## src/rtl/mux_rr_arbiter.sv

```systemverilog
// mux_rr_arbiter: shares one 4:1 select mux among four requesters.
// The arbiter owns the mux select. It grants one requester at a time, with a
// hold limit so that no requester can starve the others. The owner's data lane
// is routed to out_data.
//
// Optional build macro MUX_ARB_FIXED_PRIO_EN: when defined, the winner search
// always starts at index 0, so the lowest index wins (fixed priority). The
// hold limit still forces a release. When the macro is undefined, the search
// starts one past the last owner (round robin).
//
// Handshake: req is level-sensitive and is never latched. A requester owns the
// mux from the edge that raises its grant bit. It keeps ownership while its req
// stays high and the hold limit is not reached. A requester that drops req while
// it is not the owner has no effect on the arbiter.
module mux_rr_arbiter #(
    parameter int WIDTH    = 1,
    parameter int MAX_HOLD = 8
) (
    input  logic               clk,
    input  logic               rst_n,
    input  logic [3:0]         req,
    input  logic [4*WIDTH-1:0] data,
    output logic [3:0]         grant,
    output logic [1:0]         sel,
    output logic               out_valid,
    output logic [WIDTH-1:0]   out_data,
    output logic               dbg_state
);

    // Hold counter only has to reach MAX_HOLD-1.
    localparam int CW = (MAX_HOLD > 2) ? $clog2(MAX_HOLD) : 1;
    localparam logic [CW-1:0] HOLD_LAST = CW'(MAX_HOLD - 1);

    typedef enum logic {
        S_IDLE  = 1'b0,
        S_GRANT = 1'b1
    } state_t;

    state_t          state_q;
    logic [3:0]      grant_q;
    logic [1:0]      sel_q;
    logic            valid_q;
    logic [CW-1:0]   hold_cnt_q;
    logic [CW-1:0]   hold_cnt_d;
`ifndef MUX_ARB_FIXED_PRIO_EN
    logic [1:0]      last_q;
`endif

    logic [1:0]      idle_start;
    logic [1:0]      rel_start;
    logic            idle_found;
    logic [1:0]      idle_idx;
    logic            rel_found;
    logic [1:0]      rel_idx;
    logic            keep_owner;

    // Returns the first set request at or after 'start', wrapping mod 4.
    function automatic logic [2:0] pick_first(input logic [3:0] r, input logic [1:0] start);
        logic       found;
        logic [1:0] idx;
        logic [1:0] cand;
        found = 1'b0;
        idx   = 2'd0;
        for (int i = 0; i < 4; i++) begin
            cand = start + 2'(i);
            if (!found && r[cand]) begin
                found = 1'b1;
                idx   = cand;
            end
        end
        return {found, idx};
    endfunction

    // Select the search start points, then find the winners for the idle case
    // and for the release case.
    always_comb begin
`ifdef MUX_ARB_FIXED_PRIO_EN
        idle_start = 2'd0;
        rel_start  = 2'd0;
`else
        idle_start = last_q + 2'd1;
        rel_start  = sel_q + 2'd1;
`endif
        {idle_found, idle_idx} = pick_first(req, idle_start);
        {rel_found, rel_idx}   = pick_first(req, rel_start);
        keep_owner = req[sel_q] && (hold_cnt_q != HOLD_LAST);
        hold_cnt_d = hold_cnt_q + 1'b1;
    end

    // Ownership FSM. It registers the grant, the select and the valid output.
    always_ff @(posedge clk or negedge rst_n) begin
        if (!rst_n) begin
            state_q    <= S_IDLE;
            grant_q    <= 4'b0000;
            sel_q      <= 2'd0;
            valid_q    <= 1'b0;
            hold_cnt_q <= '0;
`ifndef MUX_ARB_FIXED_PRIO_EN
            last_q     <= 2'd3;
`endif
        end else begin
            case (state_q)
                S_IDLE: begin
                    if (idle_found) begin
                        grant_q    <= 4'b0001 << idle_idx;
                        sel_q      <= idle_idx;
                        valid_q    <= 1'b1;
                        hold_cnt_q <= '0;
                        state_q    <= S_GRANT;
                    end
                end
                S_GRANT: begin
                    if (keep_owner) begin
                        hold_cnt_q <= hold_cnt_d;
                    end else begin
`ifndef MUX_ARB_FIXED_PRIO_EN
                        last_q <= sel_q;
`endif
                        hold_cnt_q <= '0;
                        if (rel_found) begin
                            // Back-to-back handover. This can re-grant the same owner.
                            grant_q <= 4'b0001 << rel_idx;
                            sel_q   <= rel_idx;
                            valid_q <= 1'b1;
                        end else begin
                            // sel keeps its value while the arbiter is idle.
                            grant_q <= 4'b0000;
                            valid_q <= 1'b0;
                            state_q <= S_IDLE;
                        end
                    end
                end
                default: begin
                    state_q <= S_IDLE;
                end
            endcase
        end
    end

    // Route the owner's lane to the output. The output is zero when no one owns the mux.
    always_comb begin
        out_data = '0;
        if (valid_q) begin
            out_data = data[sel_q*WIDTH +: WIDTH];
        end
    end

    assign grant     = grant_q;
    assign sel       = sel_q;
    assign out_valid = valid_q;
    assign dbg_state = state_q;

endmodule

```

## config.mk

```make
export PLATFORM = sky130hd
export DESIGN_NAME = mux_rr_arbiter
export DESIGN_NICKNAME = d
export VERILOG_FILES = /design/src/rtl/mux_rr_arbiter.sv
export SDC_FILE = /design/constraint.sdc
export NUM_CORES = 1
export LEC_CHECK = 0
export CAP_MARGIN = 40
export CELL_PAD_IN_SITES_DETAIL_PLACEMENT = 1
export CELL_PAD_IN_SITES_GLOBAL_PLACEMENT = 2
export CORE_AREA = 2 2 57 59
export CTS_CLUSTER_DIAMETER = 50
export DETAILED_ROUTE_END_ITERATION = 7
export DIE_AREA = 0 0 59 61
export HOLD_SLACK_MARGIN = 0.15
export PLACE_DENSITY_LB_ADDON = 0.1
export SETUP_SLACK_MARGIN = 0.15
export SYNTH_ARGS = -nofsm -noshare
export SYNTH_HDL_FRONTEND = slang
export SYNTH_SLANG_ARGS = --single-unit
export TNS_END_PERCENT = 100
```

## constraint.sdc

```tcl
create_clock -name clk -period 2.1 [get_ports clk]
set_clock_uncertainty 0.05 [all_clocks]
set_input_delay 0.42 -clock clk [delete_from_list [all_inputs] [get_ports clk]]
set_output_delay 0.42 -clock clk [all_outputs]
set_load 0.01 [all_outputs]
```

[After elaboration in Yosys (flattened, before gate mapping)]
Cells that the tools add are included.
Storage, ports and cells
  register bits: 13
  input bits: 10
  word-level logic and storage cells: 102
Cells by class
  add/subtract/negate cells: 9
  order comparisons: 9
  equal/unequal tests: 4
  shift operators: 3
  mux-type cells: 53
  bitwise operators: 2
  reduce and logical (&&, ||, !) cells: 16
Operators by type and width (number)
  2-bit by 3-bit less-than comparator with 1-bit output (second input constant): 9
  1-bit 2-to-1 mux: 23
  2-bit 2-to-1 mux: 11
  1-bit binary-select mux with 2-bit select: 9
  4-bit 2-to-1 mux: 3
  2-bit by 1-bit adder with 2-bit output (second input constant): 4
  2-bit adder (second input constant): 4
  4-bit one-hot mux with 2 select lines: 1
  1-bit by 2-bit << shifter with 4-bit output (first input constant): 2
  1-bit logical AND: 7
  1-bit zero test: 6
  3-bit 2-to-1 mux: 2
  3-bit one-hot mux with 2 select lines: 1
  2-bit != test (second input constant): 2
  1-bit one-hot mux with 2 select lines: 2
  2-bit one-hot mux with 2 select lines: 1
  2-bit AND reduction: 2
  4-bit by 3-bit indexed part select with 1-bit output: 1
  3-bit by 1-bit adder with 3-bit output (second input constant): 1
  3-bit != test (second input constant): 1
  3-bit AND reduction: 1
  2-bit by 1-bit != test with 1-bit output (second input constant): 1
  1-bit NOT: 2

[Depth between registers and ports, before layout]
Gate-level depths: netlist (run 1).
  word-level depth: 17
  gate-level depth with buffers: 8
  depth with buffers taken out: 7

[Least setup slack after synthesis (run 1)]
No wires, ideal clock.
  kind: input port to flip-flop
  start: input port req[1]
  end: register grant_q[1], in the netlist grant[1]
  setup time: 0.119 ns
  arrival: 1.680 ns
  data required time: 1.931 ns
  path slack: 0.251 ns
  cell stages on the path: 7
  buffers on the path: 2
  cells stage by stage: buf_2 mux4_2 and3_4 buf_6 nor2_8 o221ai_1 o21a_1
On the way
  word-level cells in the longest chain between the ends: 16
  elaborated cells between the ends (all ways): 56
RTL lines
  from (decl): line 21  | input logic [3:0] req,
  1-bit binary-select mux with 2-bit select: line 66  | if (!found && r[cand]) begin
  1-bit 2-to-1 mux (not written as such): line 66
  1-bit 2-to-1 mux: line 66
  1-bit zero test: line 66
  1-bit logical AND: line 66
  1-bit 2-to-1 mux: line 66
  1-bit zero test: line 66
  1-bit logical AND: line 66
  1-bit 2-to-1 mux: line 66
  1-bit zero test: line 66
  1-bit logical AND: line 66
  2-bit 2-to-1 mux: line 66
  1-bit by 2-bit << shifter with 4-bit output: line 122  | grant_q <= 4'b0001 << rel_idx;
  4-bit 2-to-1 mux: line 120  | if (rel_found) begin
  4-bit 2-to-1 mux: line 113  | if (keep_owner) begin
  4-bit one-hot mux with 2 select lines: line 102  | case (state_q)
  to (signal assigned): line 105  | grant_q <= 4'b0001 << idle_idx;
  to (signal assigned): line 122
  to (decl): line 40  | logic [3:0] grant_q;
Several ways; a longest one is shown, not always the timed one. The select of a mux whose other input is x is not followed.
A chain may end at the register's enable or synchronous reset.

[Worst setup path after layout (run 1)]
  start: register sel_q[0], in the netlist sel[0]
  end: output port out_data
On the way
  word-level cells in the longest chain between the ends: 2
RTL lines
  from (decl): line 41  | logic [1:0] sel_q;
  from (signal assigned): line 106  | sel_q <= idle_idx;
  from (signal assigned): line 123  | sel_q <= rel_idx;
  4-bit by 3-bit indexed part select with 1-bit output: line 144  | out_data = data[sel_q*WIDTH +: WIDTH];
  1-bit 2-to-1 mux: line 143  | if (valid_q) begin
  to (decl): line 26  | output logic [WIDTH-1:0] out_data,
No other way between the ends.

==> reports/qor.csv, run 1 <==
stage;metric;value;unit
grt;grt_pass1_wl;3981;um
timing;max_slew_margin;0.5733;
cts;cts_buffers;3;
yosys;synth-async-reset-ratio;1.000;
finish;area_growth;42.69;%
die;die_y;61;um
finish;drive_gt1_frac;0.3333;
timing;period_minus_slack;1912;ps
worst_setup_path;cp.required;1630;ps
grt;antenna_found_initial;0;
finish;num_antenna_cells;0;
routing;wl_met2;1117;um
yosys;ys_types;33;
yosys;synth.top_cell.area_share;0.3152;
routing;via_count;793;
timing;slew_violations;0;
yosys;yosys_register_bits;13;
pwr;leakagePower;0.5568;nW
timing;fmax;523.0;MHz
timing;worst_pin_slew;638.0;ps
timing;final.period_utilization;0.9105;
timing;final.setup.tns;0;ps
yosys;synth_edf_count;0;
cts;htree_num_levels;1;
cts;clkLatencyLatePin;270;ps
worst_setup_path;crit_type;flip-flop to output port;
grt;overflow;0;
die;die-width;59;um
timing;hold_violations;0;
routing;wl_met3;82;um
die;die_area;3599;um2
place;gp_congestion;0.7502;
routing;drt_iter0_drc;24;
place;io_buffers;18;
routing;m1WireLength;1128;um
worst_setup_path;critPathMaxFanout;2;
yosys;yosysMostFrequentCell;dfrtp_1;
pwr;ir_drop;577.1;uV
routing;viasPerCell;5.083;
routing;drtPass1Iterations;4;
place;place_area;1194;um2
grt;grt_pass1_vias;841;
finish;fillers;339;
routing;drtAntennaViolNets;0;
worst_setup_path;crit_path_end_kind;output port;
worst_hold_path;hp-start;grant[3]$_DFFE_PN0P_;
timing;rsz0062_at_grt;true;
routing;routed.top_layer;met4;
die;core_area;2953;um2
yosys;synth.top_cells.by_area;dfrtp_1 32%, dfstp_2 6.0%, mux4_2 5.2%;
grt;grt_usage;0.1508;
finish;stdcell_area;1246;um2
yosys;yosys_warnings;0;
yosys;synth-seq-area-share;0.3754;
cts;cts-root-buf;clkbuf_4;
pwr;power;1.617;mW
outcome;status;complete, no violations;
finish;layout.nets;136;
yosys;syn_area;873.3;um2
yosys;yosysTopAreaCell;dfrtp_1;
grt;grt_max_degree;14;
die;start_util;0.2958;
place;dp_hpwl;1814;um
routing;wl;2341;um
yosys;netlist_instances;85;
worst_setup_path;worstPathCellList;mux4_2, and2_1, buf_2;
cts;cts_tree;built;
cts;cts_sinks;13;
worst_setup_path;arrival;1440;ps
yosys;synth_common_cells;11 x dfrtp_1, 7 x a21oi_1, 6 x nand2b_1, 6 x nor2_1, 5 x o21ai_0;
job;drv_cap;0;
worst_hold_path;hold_class;flip-flop to flip-flop;
die;row_count;20;
yosys;syn_nets;97;
cts;path_clk_slew;80;ps
worst_setup_path;startpoint;sel[0]$_DFFE_PN0P_;
timing;setup_violations;0;
finish;fin_util;0.4220;
worst_setup_path;slowest_stage;mux4_2;
yosys;synth_area_per_cell;10.27;um2
worst_setup_path;r2r-start;sel[0]$_DFFE_PN0P_;
routing;drc;0;
routing;wl_per_cell;15.01;um
pwr;powerDensity;1297;nW/um2
die;io_pins;19;
worst_setup_path;slowest_delay;500;ps
cts;cts.path.max_buffers;2;
yosys;synth-main-ff-cell;dfrtp_1;
worst_setup_path;critPathLaunchType;flip-flop;
-- registers in the layout, indices dropped and copies added (netlist names) --
signal / cells
out_valid: 1
dbg_state: 1
last_q: 2
hold_cnt_q: 3
grant: 4
sel: 2
-- timing repair --
item / CTS / global route
gates cloned: 0 / 0
setup endpoints to repair: 5 / 5
endpoints found under the hold margin: 0 / 0
pin swaps: 2 / 2
hold buffers: 0 / 0
resized for setup: 11 / 5
setup buffers: 0 / 3
-- report_power, final --
| group | total, mW | internal [mW] | leakage [nW] | switching, mW |
|---|---|---|---|---|
| Sequential | 0.465 | 0.379 | 0.151 | 0.0864 |
| Clock | 0.153 | 0.0736 | 0.0150 | 0.0798 |
| Combinational | 0.998 | 0.549 | 0.391 | 0.449 |
-- kinds of logic (layout without fill, tap and decap cells) --
family,count (synthesis),count (layout),share of synthesized area
DFF,13,13,0.3754
muxes,8,8,0.1246
AOI/OAI and AO/OA,30,30,0.2321
adders and majority gates,2,2,0.02865
and+or+nand+nor,24,24,0.1848
buffers and inverters,8,46,0.05443
-- area by class of cell --
type	instances	area, um2	area share
Inverter	3	11.26	0.009036
Clock buffer	4	26.28	0.02108
Timing Repair Buffer	39	327.8	0.2631
Multi-Input combinational cell	64	510.5	0.4096
Tap cell	33	41.29	0.03313
Sequential cell	13	329.1	0.2641
-- routing by layer --
metal,up-vias,track usage
met4,0,0.02922
met3,2,0.04051
li1,390,-
met5,-,0
met2,15,0.2492
met1,386,0.2005
-- per-stage QoR --
stage               cells  hold WS, ps  setup WS [ps]
floorplan              85        74.41          251.5
detailed placement    149        428.6         -281.6
global placement      149        430.7         -270.1
CTS                   153        457.1          179.8
finish                156        452.3          187.9
global route          156        477.0          101.0
-- worst max-delay path, delay by kind of cell, from the launching register on --
kind / cells / cell delay, ps
buf+inv: 1 / 130
flops: 1 / 400
mux: 1 / 500
simple gates: 1 / 140
-- final timing paths --
kind / end / slack (ps) / cells past startpoint
setup / recovery: out_data / 190 / 3
hold / removal: grant[3]$_DFFE_PN0P_ / 450 / 1
setup reg to reg: hold_cnt_q[0]$_DFFE_PN0P_ / 230 / 5
hold reg to reg: grant[3]$_DFFE_PN0P_ / 450 / 1
max in group asynchronous: dbg_state$_DFF_PN0_ / 1070 / 1
min in group asynchronous: grant[2]$_DFFE_PN0P_ / 490 / 1
-- layout by cell type (no fill, tap or decap), drive strengths merged, types with 4 or more instances in the layout --
cell type | Yosys | layout
buf | 4 | 22
dfrtp | 11 | 11
clkdlybuf4s50 | 0 | 10
nor2 | 9 | 9
a21oi | 7 | 7
dlygate4sd2 | 0 | 7
nand2b | 6 | 6
o21ai | 5 | 5
clkbuf | 1 | 4
(Power assumes the default switching activity.)
==> inputs of run 2 (changes only) <==
CAP_MARGIN = 20   (was 40)
CTS_CLUSTER_SIZE = 10   (was not set)
==> results of run 2 <==
The final DEF is identical to that of run 1; final timing and power are the same.
